File: config.mk
export PLATFORM = sky130hd
export DESIGN_NAME = mem_arbiter
export DESIGN_NICKNAME = d
export VERILOG_FILES = /design/src/rtl/mem_arbiter.sv
export SDC_FILE = /design/constraint.sdc
export NUM_CORES = 1
export LEC_CHECK = 0
export CORE_MARGIN = 5
export CORE_UTILIZATION = 44
export CTS_CLUSTER_SIZE = 30
export DETAILED_ROUTE_END_ITERATION = 10
export HOLD_SLACK_MARGIN = 0.06
export PLACE_DENSITY = 0.85
export REMOVE_ABC_BUFFERS = 1
export SLEW_MARGIN = 10
export SYNTH_ARGS = -nofsm -noshare
export SYNTH_HDL_FRONTEND = slang
export SYNTH_SLANG_ARGS = --single-unit
File: constraint.sdc
create_clock -name clock -period 3.9 [get_ports clock]
set_input_delay 0.78 -clock clock [delete_from_list [all_inputs] [get_ports clock]]
set_output_delay 0.78 -clock clock [all_outputs]
set_load 0.05 [all_outputs]
File: src/rtl/mem_arbiter.sv
// Shares the single-port Memory between the fetch and data requesters. Data has priority over fetch.
// Define MEM_ARB_STARVE_GUARD_EN to build in the fetch starvation guard (counter limit set by STARVE_LIMIT).
module mem_arbiter #(
    parameter int unsigned STARVE_LIMIT = 4
) (
    input  logic        clock,
    input  logic        reset,
    input  logic        if_req,
    input  logic [31:0] if_addr,
    output logic [31:0] if_rdata,
    output logic        if_ack,
    input  logic        d_req,
    input  logic        d_we,
    input  logic [31:0] d_addr,
    input  logic [31:0] d_wdata,
    output logic [31:0] d_rdata,
    output logic        d_ack,
    output logic        mem_ren,
    output logic        mem_wen,
    output logic [31:0] mem_addr,
    output logic [31:0] mem_din,
    input  logic [31:0] mem_dout,
    output logic        busy
);

    localparam int unsigned AW = 32;
    localparam int unsigned DW = 32;
    localparam int unsigned CW = 4;

    typedef enum logic [1:0] {IDLE, ACCESS, RESP} state_t;

    state_t state;
    logic   sel_d;
    logic   force_fetch_c;
    logic   grant_d_c;
    logic   grant_if_c;

`ifdef MEM_ARB_STARVE_GUARD_EN
    logic [CW-1:0] starve_cnt;

    assign force_fetch_c = (starve_cnt == CW'(STARVE_LIMIT));

    // Counts data grants won while fetch waits; cleared once fetch is served or stops asking.
    always_ff @(posedge clock or negedge reset) begin
        if (!reset) begin
            starve_cnt <= '0;
        end else if (state == IDLE) begin
            if (grant_if_c || !if_req) begin
                starve_cnt <= '0;
            end else if (grant_d_c && (starve_cnt != CW'(STARVE_LIMIT))) begin
                starve_cnt <= starve_cnt + CW'(1);
            end
        end
    end
`else
    logic unused_starve_limit;

    assign unused_starve_limit = |CW'(STARVE_LIMIT);
    assign force_fetch_c       = 1'b0;
`endif

    assign grant_d_c  = d_req && !(if_req && force_fetch_c);
    assign grant_if_c = if_req && !grant_d_c;

    // Sequencer: IDLE arbitrates and latches, ACCESS drives Memory, RESP acknowledges.
    always_ff @(posedge clock or negedge reset) begin
        if (!reset) begin
            state    <= IDLE;
            sel_d    <= 1'b0;
            mem_ren  <= 1'b0;
            mem_wen  <= 1'b0;
            mem_addr <= AW'(0);
            mem_din  <= DW'(0);
            if_rdata <= DW'(0);
            d_rdata  <= DW'(0);
            if_ack   <= 1'b0;
            d_ack    <= 1'b0;
            busy     <= 1'b0;
        end else begin
            if_ack <= 1'b0;
            d_ack  <= 1'b0;
            case (state)
                IDLE: begin
                    if (grant_d_c || grant_if_c) begin
                        state    <= ACCESS;
                        busy     <= 1'b1;
                        sel_d    <= grant_d_c;
                        mem_addr <= grant_d_c ? d_addr : if_addr;
                        if (grant_d_c) begin
                            mem_din <= d_wdata;
                        end
                        // Fetch grants never write, whatever d_we says.
                        mem_wen  <= grant_d_c && d_we;
                        mem_ren  <= !(grant_d_c && d_we);
                    end
                end
                ACCESS: begin
                    state   <= RESP;
                    mem_ren <= 1'b0;
                    mem_wen <= 1'b0;
                    if (sel_d) begin
                        d_ack <= 1'b1;
                        if (mem_ren) begin
                            d_rdata <= mem_dout;
                        end
                    end else begin
                        if_ack   <= 1'b1;
                        if_rdata <= mem_dout;
                    end
                end
                RESP: begin
                    state <= IDLE;
                    busy  <= 1'b0;
                end
                default: begin
                    state   <= IDLE;
                    busy    <= 1'b0;
                    mem_ren <= 1'b0;
                    mem_wen <= 1'b0;
                end
            endcase
        end
    end

endmodule

Word level (Yosys, flattened, before mapping). Cells that the tools add are included.

Register bits: 136. Logic and storage cells: 42.

Equal/unequal tests: 3. Multiplexer cells: 13. Bitwise gates (word level): 3. Reductions and logical operators: 12.

Operators with widths (number): two-way mux 32 bit (1); AND reduction 2 bit (4); two-way mux 1 bit (7); one-hot mux 1 bit (2 select lines) (3); AND reduction 3 bit (2); one-hot mux 2 bit (2 select lines) (1); inverter 1 bit (3); equality test 2 x 1 -> 1 bit (second input constant) (1); equality test 2 bit (second input constant) (1); logical AND 1 bit (2); zero test 1 bit (2); zero test 2 bit (1); two-way mux 2 bit (1); != test 2 bit (second input constant) (1); logical OR 1 bit (1).

Longest topological paths before layout. Gate-level depths: netlist (run 1).

Depth after elaboration: 5. Gate-level depth with buffers: 6.

Worst setup path after synthesis (run 1). Ideal clock, no wire load.

Path type: input -> register. From: input d_req. To: register mem_addr[10]. Data arrival time: 1800 ps. Data required time: 3775 ps. Slack: 1975 ps. Stages: 5. Buffers on the path: 2. Cells stage by stage: buf_2 -> nor2_2 -> nor3_4 -> buf_6 -> mux2_2.

Longest elaborated chain between the ends: 4.

RTL lines: from (decl) (line 12) `input logic d_req,`; zero test 1 bit (line 63) `assign grant_if_c = if_req && !grant_d_c;`; logical AND 1 bit (line 63); logical OR 1 bit (line 84) `if (grant_d_c || grant_if_c) begin`; AND reduction 2 bit (no source line); to (signal assigned) (line 88) `mem_addr <= grant_d_c ? d_addr : if_addr;`; to (decl) (line 20) `output logic [31:0] mem_addr,`.

Several ways; a longest one is shown, not always the timed one. A chain may end at the register's enable or synchronous reset.

Worst setup path after layout (run 1).
From: register mem_ren. To: output mem_ren.

RTL lines: from (decl) (line 18) `output logic mem_ren,`; from (signal assigned) (line 94) `mem_ren <= !(grant_d_c && d_we);`.

No word-level cell between the ends.

==> impl_metrics.yaml, run 1 <==
run_status:
  status: "completed"
power_and_ir_drop:
  p_int_mw: 5.35
  clkPwrFrac_pct: 17.0
  p_sw_share_pct: 45.2
  max-vdd-ir-drop_uv: 703
  p_comb_share_pct: 56.7
  pwr_density_cell_mw_per_mm2: 1080
  switchingPower_mw: 4.41
  seqPwrFrac_pct: 26.3
  p_leak_nw: 3.75
yosys:
  synth-edff-count: 0
  synth_warnings: 0
  synth_top_area_share_pct: 60.5
  synth_commonest_cells: "dfrtp_1 (136), mux2_2 (125), mux2_4 (29), buf_6 (14), mux2_1 (6)"
  yosys-top-cells-area: "dfrtp_1 (60%), mux2_2 (25%), mux2_4 (7.7%)"
  synthArstFlopShare_pct: 100
  syn_area_sq_mm: 0.00563
  yosysMostFrequentCell: "dfrtp_1"
  synthFlopType: "dfrtp_1"
  synthCells: 331
  synth_top_area_cell: "dfrtp_1"
  synth_cell_types: 21
  postSynthAreaPerCell_sq_um: 17.0
  ys_seq_elements: 136
  synth-seq-area-share_pct: 60.5
detailed_routing:
  drc: 0
  wl_per_cell_microns: 19.0
  routed_wl_mm: 14.9
  postRouteAntennaNets: 0
  routed_via_density: 4.81
  vias: 3784
  dr.pass1.iters: 4
  drt_iter0_drc: 120
floorplan:
  die_w_microns: 123
  die_height_microns: 123
  core_sq_mm: 0.0126
  ios: 266
  fp.dieArea_sq_mm: 0.0152
  rows: 41
  start_util_pct: 44.8
timing:
  finalCritPeriodShare_pct: 63.9
  clock.fmax_mhz: 401
  post-route-min-period_ns: 2.49
  setup-violations-final: 0
  hold_viol: 0
  slew_headroom_pct: 46.9
  worst-slew-pin-transition_ns: 0.797
  finClkSkew_ns: 0.00868
  worst_slack_ns: 1.41
  rsz0062_at_grt: "false"
  fin_tns_setup_ns: 0
  slew_violations: 0
placement:
  pre_cts_slack_ns: 1.15
  post-dp-hpwl_mm: 11.2
  io_buffers: 265
  place.gp.congestion: 0.738
critical_path:
  path_class: "register to primary output"
  cp_data_required_time_ns: 3.12
  endpoint_kind: "primary output"
  cp.arrival_ns: 1.71
  critPathTopFamily: "buffers and inverters"
  crit_fanout: 3
  slowest_delay_ns: 0.89
  cp_cell_sequence: "clkdlybuf4s50_1"
  critPathBufInv: 1
  worstSetupStartpointType: "register"
  crit_slowest_cell: "clkdlybuf4s50_1"
worst_hold_path:
  min_path_type: "input pin to asynchronous set/reset pin"
grt:
  grt_start_max_net_pins: 89
  grt_pass1_wl_mm: 22.9
  grt_usage_pct: 20.2
  antenna_found_initial: 0
  grt_remaining_overflow: 0
  grt_pass1_vias: 4286
clock_tree:
  hold_buffers: 0
  clk_pin_slew_ns: 0.06
  clock_path_buffers: 2
  ctsResizeCount: 0
  numCtsBuffers: 17
  cts.htree.levels: 4
  cts-root-buf: "clkbuf_16"
  cts_tree: "yes"
  cts_sinks: 136
  post_cts_buffers: 0
  clk_latency_ns: 0.41
finish:
  nFillCells: 901
  drive_gt1_share_pct: 32.0
  fin_nets: 736
  n_antenna_cell: 0
  syn_to_final_growth_pct: 59.9
job:
  cap_violations: 0
power by group through the flow:
stage / Sequential [mW] / Clock (mW) / Combinational [mW]
final: 2.56 / 1.66 / 5.53
after global routing: 2.67 / 1.76 / 5.73
after detailed placement: 2.57 / 0 / 5.57
after CTS: 2.57 / 1.69 / 5.59
after floorplan: 5.01 / 0 / 1.15
after global placement: 2.53 / 0 / 5.49
worst paths after layout:
kind / startpoint / slack (ns) / cells past startpoint / end
max: mem_ren / 1.41 / 1 / mem_ren
min: reset / 0.42 / 1 / mem_din[16]
max in group asynchronous: reset / 2.71 / 2 / mem_din[29]
min reg2reg: if_rdata[7] / 0.49 / 1 / if_rdata[7]
min in group clock: if_rdata[7] / 0.49 / 1 / if_rdata[7]
max reg2reg: state[1] / 2.03 / 4 / mem_din[31]
registers in the layout (all words and copies together), names as in the netlist, 2 cells and up:
signal / cells
state: 2
mem_din: 32
d_rdata: 32
if_rdata: 32
mem_addr: 32
cell usage in the layout, fill, tap and decap left out, drive strengths merged, types with 2 or more instances in the layout:
cell type,netlist,routed
inv,3,3
dfrtp,136,136
clkinv,0,4
clkdlybuf4s50,0,264
bufinv,0,4
nor3,3,3
nand3,2,2
nor2,2,2
clkinvlp,0,3
buf,18,7
clkbuf,0,20
mux2,160,160
cells by family after synthesis:
| family | after synthesis | synth area share (%) |
|---|---|---|
| mux | 160 | 33.9 |
| compound gates | 5 | 0.622 |
| flops | 136 | 60.5 |
| buf+inv | 21 | 3.36 |
| simple gates | 9 | 1.60 |
worst reg2reg max path: cells and delay by family (launching register included):
kind / cells / cell delay, ns
flops: 1 / 0.51
mux: 1 / 0.43
simple gates: 1 / 0.19
buf+inv: 2 / 0.63
final cells by class:
type	instances	area [sq um]	area share, %
inverter	3	11.3	0.125
sequential	136	3400	37.8
clock inverter	11	174	1.93
timing repair buffer	271	2710	30.1
tap	172	215	2.39
clock buffer	20	447	4.96
multi-input combinational	174	2040	22.6
through the flow:
| stage | utilization (%) | cells | power (mW) | hold WS, ns | instance area, sq um |
|---|---|---|---|---|---|
| 5_1_grt | 71.6 | 787 | 10.2 | 0.474 | 9000 |
| 3_3_place_gp | 66.7 | 756 | 8.03 | 0.475 | 8380 |
| 6_report | 71.6 | 787 | 9.76 | 0.415 | 9000 |
| 2_1_floorplan | - | 313 | 6.16 | 0.484 | 5450 |
| 4_1_cts | 71.6 | 787 | 9.86 | 0.452 | 9000 |
| 3_5_place_dp | 66.7 | 756 | 8.15 | 0.468 | 8380 |
layer usage:
layer / routed length (microns) / up-vias / track usage [%]
li1: - / 1721 / -
met1: 5170 / 1863 / 21.1
met2: 7970 / 162 / 36.4
met3: 1280 / 38 / 7.00
met4: 503 / 0 / 9.41
met5: 0 / - / 0
Power figures use the tool's default switching activity.
==> run 2, diff against run 1 <==
CORE_UTILIZATION = 41   (was 44)
PLACE_DENSITY = 0.8   (was 0.85)
clock period = 2.6 ns   (was 3.9 ns; I/O delays follow)
==> run 2 against run 1 <==
Die area up 6.7%. Routed wire length down 2.0%. Count of clock-buffer cells in the layout up 5. Largest power group unchanged. Critical endpoint unchanged. Clock skew down 0.0026 ns.
==> impl_metrics.yaml, run 2 (synthesis results as in run 1) <==
grt:
  met2_usage_pct: 31.7
  grt.met3_usage_pct: 6.47
  antenna_found_initial: 0
  global_route.usage.met1_pct: 20.0
  grt_start_max_net_pins: 55
  grt_pass1_wl_mm: 23.1
  grt_usage_pct: 18.4
  busiest_layer: "met2"
  grt_pass1_vias: 4259
  grt_remaining_overflow: 0
detailed_routing:
  dr.pass1.iters: 4
  wl_per_cell_microns: 18.5
  postRouteAntennaNets: 0
  routed_via_density: 4.72
  drt_iter0_drc: 110
  routed_wl_mm: 14.6
  vias: 3724
  drc: 0
finish:
  syn_to_final_growth_pct: 59.3
  fin_nets: 737
  fin_util_pct: 67.2
  drive_gt1_share_pct: 31.5
  seq_area_sq_mm: 0.00340
  nFillCells: 977
  multi_input_area_sq_mm: 0.00204
  n_antenna_cell: 0
  layout_commonest_cell: "clkdlybuf4s50_1"
  design_area_sq_mm: 0.00897
  final_cell_mix: "clkdlybuf4s50_1 (264), dfrtp_1 (136), mux2_2 (125), mux2_4 (29), clkbuf_16 (17)"
floorplan:
  fp.dieArea_sq_mm: 0.0162
  ios: 266
  core_sq_mm: 0.0133
  rows: 42
  die_w_microns: 127
  start_util_pct: 42.2
  die_height_microns: 127
worst_hold_path:
  min_path_type: "input pin to asynchronous set/reset pin"
critical_path:
  cp.arrival_ns: 1.66
  worstSetupStartpointType: "register"
  slowest_delay_ns: 0.85
  crit_slowest_cell: "clkdlybuf4s50_1"
  endpoint_kind: "primary output"
  cp_data_required_time_ns: 2.08
  path_class: "register to primary output"
  crit_fanout: 3
  critPathBufInv: 1
  r2r_setup_slack_ns: 0.89
  cp_cell_sequence: "clkdlybuf4s50_1"
  critPathTopFamily: "buffers and inverters"
power_and_ir_drop:
  pwr_density_cell_mw_per_mm2: 1600
  p_leak_nw: 3.73
  max-vdd-ir-drop_uv: 918
timing:
  hold_viol: 0
  slew_headroom_pct: 60.6
  finalCritPeriodShare_pct: 83.9
  post-route-min-period_ns: 2.18
  fin_tns_setup_ns: 0
  rsz0062_at_grt: "false"
  slew_violations: 0
  fin_hold_ws_ns: 0.0685
  clock.fmax_mhz: 459
  worst-slew-pin-transition_ns: 0.589
  finClkSkew_ns: 0.00609
  worst_slack_ns: 0.420
  setup-violations-final: 0
placement:
  post-dp-hpwl_mm: 11.2
  io_buffers: 265
  place.gp.congestion: 0.829
  place_area_sq_mm: 0.00843
  pre_cts_slack_ns: 0.394
clock_tree:
  clock_path_buffers: 2
  cts.htree.levels: 4
  cts_tree: "yes"
  cts-root-buf: "clkbuf_16"
  ctsResizeCount: 0
  cts_sinks: 136
  post_cts_buffers: 0
  clk_pin_slew_ns: 0.05
  hold_buffers: 0
  numCtsBuffers: 17
  clk_latency_ns: 0.40
run_status:
  status: "completed"
job:
  cap_violations: 0
-- run 2: cell types whose count changed in the layout (fill, tap and decap cells not counted), sizes merged --
cell / change
buf: +1
bufinv: -3
clkbuf: +5
clkinv: -3
clkinvlp: -2
-- run 2: final timing paths --
path,start,end,depth (start not counted)
worst min-delay path,reset,mem_din[10],1
min in group clock,if_rdata[7],if_rdata[7],1
worst max-delay path,mem_ren,mem_ren,1
worst min register to register,if_rdata[7],if_rdata[7],1
max in group asynchronous,reset,mem_addr[8],2
worst max register to register,state[1],d_rdata[15],3
-- run 2: final cells by class --
cell class | instances | share of cell area (%)
inverters | 3 | 0.126
repair buffers | 272 | 30.7
flip-flops and latches | 136 | 38.0
well taps | 176 | 2.46
multi-input cells | 174 | 22.7
clock buffers | 25 | 5.53
clock inverters | 3 | 0.474
-- run 2: layer usage --
metal / wire [microns] / share of wire (%)
met3: 1140 / 7.8
met4: 595 / 4.1
met5: 0 / 0
met2: 7500 / 51
met1: 5380 / 37
-- run 2: report_power, final --
part / internal [mW] / switching [mW]
registers: 3.21 / 0.617
logic: 3.22 / 5.09
clock network: 1.39 / 0.779
total: 7.83 / 6.48
-- run 2: per-stage QoR --
stage               instances  total power, mW
finish                    789             14.3
global route              789             14.9
CTS                       789             14.5
detailed placement        761             12.2
global placement          761             12.1
floorplan                 313             9.25
==> run 3, diff against run 2 <==
CORE_UTILIZATION = 37   (was 41)
PLACE_DENSITY = 0.76   (was 0.8)
clock period = 2 ns   (was 2.6 ns; I/O delays follow)
==> run 3 against run 2 <==
Global-route usage down 1.8 points. Sequential share of layout area decreased by 0.92 points. Setup slack got worse by 0.37 ns. Critical path depth stayed put. Sequential power is 29% higher. Core utilization is 6.0 points lower. Worst hold slack gained 0.43 ns. Clock power rose by 45%. Register-to-register slack worse by 0.61 ns. Cell count grew 2.7%. Routed wire length increased by 2.2%. Clock skew barely moved. Critical path type unchanged. Largest cell class unchanged. Largest power group unchanged.
==> impl_metrics.yaml, run 3 (synthesis results as in run 1) <==
run_status:
  status: "completed"
critical_path:
  r2r_setup_slack_ns: 0.28
  path_class: "register to primary output"
  reg2reg_depth: 3
  reg2reg_to: "d_rdata[11]"
  endpoint_kind: "primary output"
  crit_fanout: 2
  crit_slowest_cell: "clkdlybuf4s50_1"
  worstSetupStartpointType: "register"
  critPathTopFamily: "buffers and inverters"
  cp.arrival_ns: 1.55
  rr_startpoint: "state[1]"
  cp_cell_sequence: "clkdlybuf4s50_1"
  slowest_delay_ns: 0.81
  critPathBufInv: 1
  cp_data_required_time_ns: 1.60
grt:
  grt_pass1_vias: 4221
  antenna_found_initial: 0
  grt_remaining_overflow: 0
  grt_usage_pct: 16.6
  grt_start_max_net_pins: 51
  grt_pass1_wl_mm: 22.9
clock_tree:
  clk_latency_ns: 0.41
  clock_path_buffers: 2
  cts.htree.levels: 4
  numCtsBuffers: 17
  cts-root-buf: "clkbuf_16"
  cts_tree: "yes"
  cts_sinks: 136
  clk_pin_slew_ns: 0.05
  post_cts_buffers: 0
timing:
  post-route-min-period_ns: 1.95
  slew_violations: 0
  setup-violations-final: 0
  hold_viol: 0
  finClkSkew_ns: 0.00630
  clock.fmax_mhz: 512
  worst_slack_ns: 0.0465
  slew_headroom_pct: 63.4
  finalCritPeriodShare_pct: 97.7
  worst-slew-pin-transition_ns: 0.548
finish:
  final_cell_mix: "clkdlybuf4s50_1 (138), dfrtp_1 (136), mux2_2 (125), dlymetal6s2s_1 (64), dlygate4sd2_1 (48)"
  syn_to_final_growth_pct: 63.3
  layout_commonest_cell: "clkdlybuf4s50_1"
  n_antenna_cell: 0
  fin_nets: 742
  design_area_sq_mm: 0.00919
  drive_gt1_share_pct: 34.2
  nFillCells: 1175
floorplan:
  start_util_pct: 37.4
  die_height_microns: 133
  fp.dieArea_sq_mm: 0.0178
  die_w_microns: 133
  core_sq_mm: 0.0150
  rows: 45
  ios: 266
placement:
  place_area_sq_mm: 0.00848
  pre_cts_slack_ns: -0.0443
  io_buffers: 265
  post-dp-hpwl_mm: 11.2
  place.gp.congestion: 0.742
detailed_routing:
  postRouteAntennaNets: 0
  drt_iter0_drc: 92
  wl_per_cell_microns: 18.5
  routed_wl_mm: 14.9
  dr.pass1.iters: 3
  vias: 3786
  drc: 0
  routed_via_density: 4.67
power_and_ir_drop:
  max-vdd-ir-drop_uv: 1050
  pwr_density_cell_mw_per_mm2: 2020
  p_leak_nw: 4.47
job:
  cap_violations: 0
worst_hold_path:
  min_path_type: "input pin to asynchronous set/reset pin"
## run 3: layout make-up
class / count / area, sq um / share of cell area [%]
flip-flops and latches: 136 / 3400 / 37.0
well taps: 188 / 235 / 2.56
multi-input cells: 174 / 2040 / 22.2
inverters: 3 / 11.3 / 0.123
repair buffers: 277 / 2900 / 31.5
clock inverters: 6 / 114 / 1.24
clock buffers: 26 / 489 / 5.32
## run 3: repair_timing
action	CTS	global route
hold endpoints to repair	47	0
hold buffers	1	0
resized for setup	48	64
endpoints found under the setup margin	48	64
cloned	0	0
## run 3: stage by stage
stage | instances | TNS, ns | hold slack, ns | utilization, % | total power, mW
floorplan | 313 | -10.37 | 0.104 | - | 12.0
detailed placement | 777 | -0.887 | 0.396 | 56.4 | 16.0
finish | 810 | 0 | 0.495 | 61.1 | 18.5
global placement | 777 | -0.372 | 0.391 | 56.4 | 15.8
CTS | 810 | 0 | 0.497 | 60.1 | 18.8
global route | 810 | -0.00348 | 0.509 | 61.1 | 19.3
## run 3: power breakdown
| group | switching, mW | internal, mW | total (mW) |
|---|---|---|---|
| combinational | 6.64 | 3.79 | 10.4 |
| clock | 1.09 | 2.06 | 3.15 |
| sequential | 0.757 | 4.17 | 4.93 |
| total | 8.49 | 10.0 | 18.5 |
## run 3: metal layers
layer,wire length [microns],global-route usage [%]
met5,0,0
met4,354,6.29
met3,1090,6.76
met2,7910,29.0
met1,5600,18.1
## run 3: worst max-delay path by stage
stage,slack [ns],start,to,cells past startpoint
floorplan,-0.39,state[1],mem_din[0],3
global placement,-0.03,d_req,mem_addr[25],4
detailed placement,-0.04,d_req,mem_addr[28],4
CTS,0.0002,if_rdata[0],if_rdata[0],1
global route,-0.003,d_rdata[20],d_rdata[20],1
finish,0.05,mem_addr[9],mem_addr[9],1
